[config.mk]
export PLATFORM = sky130hd
export DESIGN_NAME = mux_logic_unit_flat
export DESIGN_NICKNAME = d
export VERILOG_FILES = /design/src/rtl/mux_logic_pkg.sv /design/src/rtl/mux_logic_unit_if.sv /design/src/rtl/mux_gate_slice.sv /design/src/rtl/mux_logic_unit.sv /design/src/flat_wrapper.sv
export SDC_FILE = /design/constraint.sdc
export NUM_CORES = 1
export LEC_CHECK = 0
export ABC_CLOCK_PERIOD_IN_PS = 1900
export CORE_ASPECT_RATIO = 1.75
export CORE_MARGIN = 2
export CORE_UTILIZATION = 49
export DETAILED_ROUTE_END_ITERATION = 10
export GPL_TIMING_DRIVEN = 0
export PLACE_DENSITY = 0.86
export SETUP_SLACK_MARGIN = 0.1
export SLEW_MARGIN = 20
export SYNTH_ARGS = -nofsm -noshare
export SYNTH_HDL_FRONTEND = slang
export SYNTH_SLANG_ARGS = --single-unit
export TNS_END_PERCENT = 5
[constraint.sdc]
create_clock -name clk -period 1.9 [get_ports clk]
set_input_delay 0.57 -clock clk [delete_from_list [all_inputs] [get_ports clk]]
set_output_delay 0.57 -clock clk [all_outputs]
set_load 0.01 [all_outputs]
[src/rtl/mux_logic_pkg.sv]
// Shared opcode definitions for the mux-based logic unit.
package mux_logic_pkg;
    localparam int OP_W = 3;
    typedef logic [OP_W-1:0] op_t;

    localparam op_t OP_AND  = 3'd0;
    localparam op_t OP_NAND = 3'd1;
    localparam op_t OP_OR   = 3'd2;
    localparam op_t OP_NOR  = 3'd3;
    localparam op_t OP_NOTA = 3'd4;
    localparam op_t OP_XOR  = 3'd5;
    localparam op_t OP_XNOR = 3'd6;
    localparam op_t OP_ACC  = 3'd7;
endpackage

[src/rtl/mux_logic_unit_if.sv]
// Operand/result bundle for mux_logic_unit; master is the upstream/downstream driver side.
interface mux_logic_unit_if #(
    parameter int WIDTH = 8,
    parameter int CNT_W = 16
);
    import mux_logic_pkg::*;

    // Valid/ready: a beat transfers on a rising edge where valid && ready are both high;
    // valid holds with stable payload until it transfers, and ready may depend on valid.
    logic             in_valid;
    logic             in_ready;
    logic [WIDTH-1:0] a;
    logic [WIDTH-1:0] b;
    op_t              op;
    logic             acc_clr;
    logic             out_valid;
    logic             out_ready;
    logic [WIDTH-1:0] y;
    logic [WIDTH-1:0] acc;
    logic [CNT_W-1:0] tx_count;

    modport master (
        output in_valid, a, b, op, acc_clr, out_ready,
        input  in_ready, out_valid, y, acc, tx_count
    );

    modport slave (
        input  in_valid, a, b, op, acc_clr, out_ready,
        output in_ready, out_valid, y, acc, tx_count
    );
endinterface

[src/rtl/mux_gate_slice.sv]
// One result bit: a 2:1 mux selected by the A bit, with b, ~b or a constant on each leg.
module mux_gate_slice
    import mux_logic_pkg::*;
(
    input  logic sel,
    input  logic b,
    input  op_t  op,
    output logic y
);
    logic leg0;
    logic leg1;

    always_comb begin
        leg0 = 1'b0;
        leg1 = 1'b0;
        case (op)
            OP_AND:  begin leg0 = 1'b0; leg1 = b;    end
            OP_NAND: begin leg0 = 1'b1; leg1 = ~b;   end
            OP_OR:   begin leg0 = b;    leg1 = 1'b1; end
            OP_NOR:  begin leg0 = ~b;   leg1 = 1'b0; end
            OP_NOTA: begin leg0 = 1'b1; leg1 = 1'b0; end
            OP_XOR:  begin leg0 = b;    leg1 = ~b;   end
            OP_XNOR: begin leg0 = ~b;   leg1 = b;    end
            default: begin leg0 = 1'b0; leg1 = 1'b0; end
        endcase
    end

    assign y = sel ? leg1 : leg0;
endmodule

[src/rtl/mux_logic_unit.sv]
// Registered mux-logic unit with a single-entry output stage, accumulator and
// saturating handshake counter.
module mux_logic_unit
    import mux_logic_pkg::*;
#(
    parameter int WIDTH = 8,
    parameter int CNT_W = 16
) (
    input logic              clk,
    input logic              rst,
    mux_logic_unit_if.slave  bus
);
    logic [WIDTH-1:0] mux_y;

    genvar i;
    generate
        for (i = 0; i < WIDTH; i++) begin : g_slice
            mux_gate_slice u_slice (
                .sel (bus.a[i]),
                .b   (bus.b[i]),
                .op  (bus.op),
                .y   (mux_y[i])
            );
        end
    endgenerate

    logic             out_valid_q, out_valid_d;
    logic [WIDTH-1:0] y_q, y_d;
    logic [WIDTH-1:0] acc_q, acc_d;
    logic [CNT_W-1:0] tx_count_q, tx_count_d;

    logic             in_ready;
    logic             accept;
    logic [WIDTH-1:0] acc_base;
    logic [WIDTH-1:0] acc_res;

    always_comb begin
        in_ready    = !out_valid_q || bus.out_ready;
        accept      = bus.in_valid && in_ready;
        // A clear in the same cycle as an ACC beat is applied before accumulating.
        acc_base    = bus.acc_clr ? '0 : acc_q;
        acc_res     = acc_base ^ bus.a ^ bus.b;

        out_valid_d = out_valid_q;
        y_d         = y_q;
        acc_d       = acc_base;
        tx_count_d  = tx_count_q;

        if (accept) begin
            out_valid_d = 1'b1;
            if (bus.op == OP_ACC) begin
                y_d   = acc_res;
                acc_d = acc_res;
            end else begin
                y_d   = mux_y;
            end
        end else if (bus.out_ready) begin
            out_valid_d = 1'b0;
        end

        if (out_valid_q && bus.out_ready && (tx_count_q != {CNT_W{1'b1}})) begin
            tx_count_d = tx_count_q + CNT_W'(1);
        end
    end

    always_ff @(posedge clk) begin
        if (rst) begin
            out_valid_q <= 1'b0;
            y_q         <= '0;
            acc_q       <= '0;
            tx_count_q  <= '0;
        end else begin
            out_valid_q <= out_valid_d;
            y_q         <= y_d;
            acc_q       <= acc_d;
            tx_count_q  <= tx_count_d;
        end
    end

    assign bus.in_ready  = in_ready;
    assign bus.out_valid = out_valid_q;
    assign bus.y         = y_q;
    assign bus.acc       = acc_q;
    assign bus.tx_count  = tx_count_q;
endmodule

[src/flat_wrapper.sv]
// flat-port wrapper written by rule: the top's interface ports become plain ports
module mux_logic_unit_flat import mux_logic_pkg::*;
#(
    parameter int WIDTH = 8,
    parameter int CNT_W = 16
)
  (clk, rst, bus_in_valid, bus_a, bus_b, bus_op, bus_acc_clr, bus_out_ready, bus_in_ready, bus_out_valid, bus_y, bus_acc, bus_tx_count);
  mux_logic_unit_if #(.WIDTH(WIDTH), .CNT_W(CNT_W)) bus_i ();
  input logic clk;
  input logic rst;
  input wire logic [$bits(bus_i.in_valid)-1:0] bus_in_valid;
  input wire logic [$bits(bus_i.a)-1:0] bus_a;
  input wire logic [$bits(bus_i.b)-1:0] bus_b;
  input wire logic [$bits(bus_i.op)-1:0] bus_op;
  input wire logic [$bits(bus_i.acc_clr)-1:0] bus_acc_clr;
  input wire logic [$bits(bus_i.out_ready)-1:0] bus_out_ready;
  output wire logic [$bits(bus_i.in_ready)-1:0] bus_in_ready;
  output wire logic [$bits(bus_i.out_valid)-1:0] bus_out_valid;
  output wire logic [$bits(bus_i.y)-1:0] bus_y;
  output wire logic [$bits(bus_i.acc)-1:0] bus_acc;
  output wire logic [$bits(bus_i.tx_count)-1:0] bus_tx_count;
  assign bus_i.in_valid = bus_in_valid;
  assign bus_i.a = bus_a;
  assign bus_i.b = bus_b;
  assign bus_i.op = bus_op;
  assign bus_i.acc_clr = bus_acc_clr;
  assign bus_i.out_ready = bus_out_ready;
  assign bus_in_ready = bus_i.in_ready;
  assign bus_out_valid = bus_i.out_valid;
  assign bus_y = bus_i.y;
  assign bus_acc = bus_i.acc;
  assign bus_tx_count = bus_i.tx_count;
  mux_logic_unit #(.WIDTH(WIDTH), .CNT_W(CNT_W)) u_core (.clk(clk), .rst(rst), .bus(bus_i));
endmodule
# Yosys cells after proc, flatten, opt, wreduce, memory -nomap -nowiden
# Index checks and enable logic that the tools add are counted.
[totals]
elab_cells = 65
in_bits = 24
register_bits = 33
out_inout_bits = 34
[op_classes]
n_eq_ne = 8
reduce_logical = 12
addsub = 1
bitwise = 10
n_mux = 30
[ops]
columns = ["operator", "count"]
rows = [
  ["1-bit case mux with 3 select lines", 16],
  ["8-bit 2-to-1 mux", 4],
  ["16-bit by 1-bit adder with 16-bit output (second input constant)", 1],
  ["16-bit inequality test (second input constant)", 1],
  ["8-bit bitwise XOR", 2],
  ["3-bit == test (second input constant)", 4],
  ["1-bit 2-to-1 mux", 10],
  ["2-bit OR reduction", 5],
  ["1-bit inverter", 8],
  ["3-bit by 2-bit == test with 1-bit output (second input constant)", 2],
  ["3-bit by 1-bit == test with 1-bit output (second input constant)", 1],
  ["1-bit logical AND", 3],
  ["3-bit zero test", 1],
  ["2-bit nonzero test", 1],
  ["1-bit zero test", 1],
  ["1-bit logical OR", 1],
]

# Logic depth before layout (Yosys ltp)
# Gate-level depths: netlist of the first run.
[logic_depth]
depth_word = 5
depth_mapped = 7
depth_no_buf = 5

# Modules after synthesis
# A second synthesis of the first run with hierarchy kept.
[hier_totals]
cells_unflattened = 282
hier_area_um2 = 2223.4
[by_module_without_submodules]
columns = ["mod", "area_each_um2", "cells_each", "seq_area_each_um2", "n_inst"]
rows = [
  ["mux_logic_unit", 1702.9, 210, 660.6, 1],
  ["mux_gate_slice", 65.1, 9, 0.0, 8],
]

# Worst setup path after synthesis of the first run
# OpenSTA, ideal clock, no wires.
[synth_path]
path_type = "input to register"
from = "input bus_op[0]"
to = "register u_core.y_q[7] (netlist: u_core.bus.y[7])"
arrival_time_ns = 1.617
setup_ns = 0.117
stages = 5
slack_ns = 0.165
required_ns = 1.783
cell_sequence = "clkbuf_2 > or3b_2 > a21oi_1 > o22ai_1 > a32o_1"
[synth_via]
elab_chain_len = 5
[synth_lines]
columns = ["item", "line", "text"]
rows = [
  ["start, declared", "flat_wrapper.sv:14", "input wire logic [$bits(bus_i.op)-1:0] bus_op;"],
  ["3-bit == test, or another cell as far along", "mux_gate_slice.sv:16", "case (op)"],
  ["2-bit OR reduction (no line)", "-", ""],
  ["1-bit case mux with 3 select lines", "mux_gate_slice.sv:16", ""],
  ["1-bit 2-to-1 mux", "mux_gate_slice.sv:28", "assign y = sel ? leg1 : leg0;"],
  ["8-bit 2-to-1 mux *", "mux_logic_unit.sv:51", "if (bus.op == OP_ACC) begin"],
  ["end signal, assigned", "mux_logic_unit.sv:74", "y_q <= y_d;"],
  ["end, declared", "mux_logic_unit.sv:28", "logic [WIDTH-1:0] y_q, y_d;"],
]
# Every way passes the cells marked *; elsewhere a longest branch is shown, timed or not.
# A chain may end at the register's enable or synchronous reset.

# Final worst setup path of the first run
[layout_path]
from = "register u_core.tx_count_q[3] (netlist: u_core.bus.tx_count[3])"
to = "output bus_tx_count[3]"
[layout_lines]
columns = ["item", "line", "text"]
rows = [
  ["start, declared", "mux_logic_unit.sv:30", "logic [CNT_W-1:0] tx_count_q, tx_count_d;"],
  ["start signal, assigned", "mux_logic_unit.sv:76", "tx_count_q <= tx_count_d;"],
  ["end, declared", "flat_wrapper.sv:21", "output wire logic [$bits(bus_i.tx_count)-1:0] bus_tx_count;"],
]
# No word-level cell between the ends.

==> impl_metrics.csv, run 1 <==
group,metric,value,unit
run_status,status,"completed",
logic_synthesis,syn_area,0.002251,sq mm
sta,fin_skew,5.123,ps
worst_hold_path,worstHoldEndpoint,"u_core.bus.y[5]",
placement,gp_congestion,0.8208,
power,p_leak,1.047,nW
logic_synthesis,synth-async-reset-ratio,0,
layout,nets,366,
run,cap_viol_max_count,0,
worst_setup_path,cp_data_arrival_time,1250,ps
logic_synthesis,ys_ff_latch,33,
worst_hold_path,min_from,"u_core.bus.y[5]",
drt,wl,5.996,mm
logic_synthesis,synth_edf_count,0,
worst_setup_path,endpoint_kind,"output pin",
worst_setup_path,slowest_stage,"clkdlybuf4s50_1",
worst_hold_path,whs_path_depth,1,
cts,clk_pin_slew,60,ps
worst_setup_path,crit_required,1330,ps
worst_setup_path,path_cells,"clkdlybuf4s50_1",
cts,clock_path_buffers,2,
logic_synthesis,yosysUniqueCellTypes,43,
cts,cts_root_buf,"clkbuf_8",
logic_synthesis,postSynthAreaPerCell,8.126,sq um
global_routing,grt_pass1_wl,9.880,mm
cts,clk_latency,290,ps
drt,drc,0,
global_routing,grt_max_degree,11,
drt,vias,2327,
logic_synthesis,yosysTopAreaCellShare,0.2935,
die,io_pins,58,
layout,most-common-layout-cells,"clkdlybuf4s50_1, nand2_1, dfxtp_1, a21oi_1, xor2_1",
global_routing,grt_usage,0.2351,
logic_synthesis,ys_seq_area_frac,0.2935,
global_routing,grt_antenna_before_repair,0,
sta,tns,0,ps
worst_setup_path,r2r-end,"u_core.bus.tx_count[10]",
power,ir_worst_vdd,0.5248,mV
logic_synthesis,synth.area.top_cells,"dfxtp_1, xor2_1, xnor2_1",
drt,wl_per_cell,15.30,um
die,start_util,0.5111,
cts,cts_tree,"built",
sta,rsz0062_at_grt,"yes",
die,core-area,0.004404,sq mm
worst_setup_path,startpoint,"u_core.bus.tx_count[3]",
worst_setup_path,r2r_start,"u_core.bus.tx_count[0]",
worst_setup_path,max_stage_delay,560,ps
placement,dp_hpwl,4.452,mm
sta,setup_viol,0,
power,p_per_area,530.3,mW/mm^2
placement,io_buffers,55,
sta,fin_crit_sh,0.9588,
drt,drt_iter0_markers,98,
worst_setup_path,path_delay_family,"buffers and inverters",
worst_setup_path,rrSetupSlack,110,ps
logic_synthesis,syn-num-nets,302,
die,die_y,93.66,um
die,num_rows,32,
logic_synthesis,yosys.area.top_type,"dfxtp_1",
global_routing,grt-ovfl-total,0,
worst_setup_path,worstSetupStartpointType,"register",
layout,layout-drive-gt1-share,0.1730,
sta,fmax,0.5489,GHz
logic_synthesis,syn_inst,277,
sta,period_needed,1822,ps
logic_synthesis,ys.flop_type,"dfxtp_1",
sta,hold_viol,0,
worst_setup_path,worstPathMaxFanout,6,
cts,cts.sinks,33,
global_routing,grt_pass1_vias,2222,
layout,fin_util,0.6838,
die,dieArea,0.005173,sq mm
worst_hold_path,min_path_type,"register to register",
die,die_x,55.24,um
layout,layout_commonest_cell,"clkdlybuf4s50_1",
layout,n_fill_cell,362,
cts,cts-buffers-inserted,5,
worst_setup_path,rr_worst_depth,5,
sta,slew_headroom,0.5508,
logic_synthesis,yosysWarnings,0,
drt,antenna_left,0,
drt,dr.pass1.iters,4,
worst_setup_path,worstSetupPathType,"register to output pin",
layout,areaGrowthSynthToFinish,33.80,%
drt,drt-vias-per-instance,5.936,
worst_setup_path,critPathBufInv,1,
cts,cts_max_level,2,
sta,drv_slew,0,
layout,antenna_cells,0,
sta,worst_pin_slew,673.9,ps
-- per-stage QoR --
step                std cells  cell area, sq um  hold slack [ps]  worst slack, ps  total power [mW]
floorplan                 277              2251            508.0            165.4            0.9273
global placement          383              2865            454.5           -947.3             1.065
detailed placement        383              2865            459.0           -957.3             1.073
CTS                       391              2973            476.4            44.19             1.601
global route              392              3012            510.3           -7.814             1.667
finish                    392              3012            476.3            78.24             1.597
-- cells in the mapped netlist (all sizes together) (2+ instances only) --
master,instances
a21oi,22
a32o,7
and3,2
and4,2
buf,9
clkbuf,10
dfxtp,33
inv,4
maj3,7
nand2,32
nand2b,8
nand3,5
nand4,14
nor2,11
nor2b,3
nor3,4
o21ai,9
o22ai,8
o311ai,7
o31ai,8
or3,6
or3b,14
or4,9
xnor2,15
xor2,16
-- metal layers --
metal / vias up / wire (um) / track usage
met5: - / 0 / 0
met4: 0 / 130 / 0.1057
met3: 10 / 220 / 0.03444
met2: 74 / 3403 / 0.4663
met1: 1081 / 2241 / 0.2331
li1: 1162 / - / -
-- how the worst max path moves through the flow --
stage,end,cells after the start
after floorplan,u_core.bus.y[7],5
after global placement,bus_in_ready,4
after detailed placement,bus_in_ready,4
after CTS,bus_tx_count[6],1
after global routing,u_core.bus.tx_count[5],7
final,bus_tx_count[3],1
-- worst register-to-register path: cells and delay by family (launching register included) --
kind,cells,cell delay [ps]
DFF,1,380
and+or+nand+nor,2,870
adders and majority gates,1,250
buffers and inverters,1,90
AOI/OAI and AO/OA,1,130
-- registers in the layout, indices dropped and copies added (netlist names) --
name	cells
u_core.bus.tx_count	16
u_core.bus.out_valid	1
u_core.bus.y	8
u_core.bus.acc	8
-- cells by family after synthesis --
logic type	after synthesis	share of synthesized area
simple gates	115	0.3030
flops	33	0.2935
compound gates	67	0.1990
xor+xnor	31	0.1206
buf+inv	23	0.04724
fa+ha+maj	8	0.03669
-- report_power, final --
part	switching [mW]	internal, mW	total (mW)
logic	0.168	0.164	0.332
registers	0.0136	0.712	0.725
clock network	0.252	0.287	0.540
total	0.434	1.16	1.60
-- final cells by class --
class	count	area, sq um	area share
inverter	4	15.01	0.004985
sequential	33	673.1	0.2235
buffer	19	125.1	0.04155
timing repair buffer	57	538.0	0.1786
clock buffer	7	86.33	0.02867
multi-input combinational	221	1510	0.5015
tap	51	63.81	0.02119
-- timing repair --
| action | CTS | global route |
|---|---|---|
| setup endpoints to repair | 45 | 49 |
| hold buffers | 0 | 0 |
| buffers inserted | 1 | 1 |
| pin swaps | 0 | 1 |
| resized for setup | 43 | 18 |
(Power assumes the default switching activity.)
==> run 2, diff against run 1 <==
CTS_CLUSTER_DIAMETER = 60   (was not set)
==> results of run 2 <==
The final DEF is identical to that of run 1; final timing and power are the same.
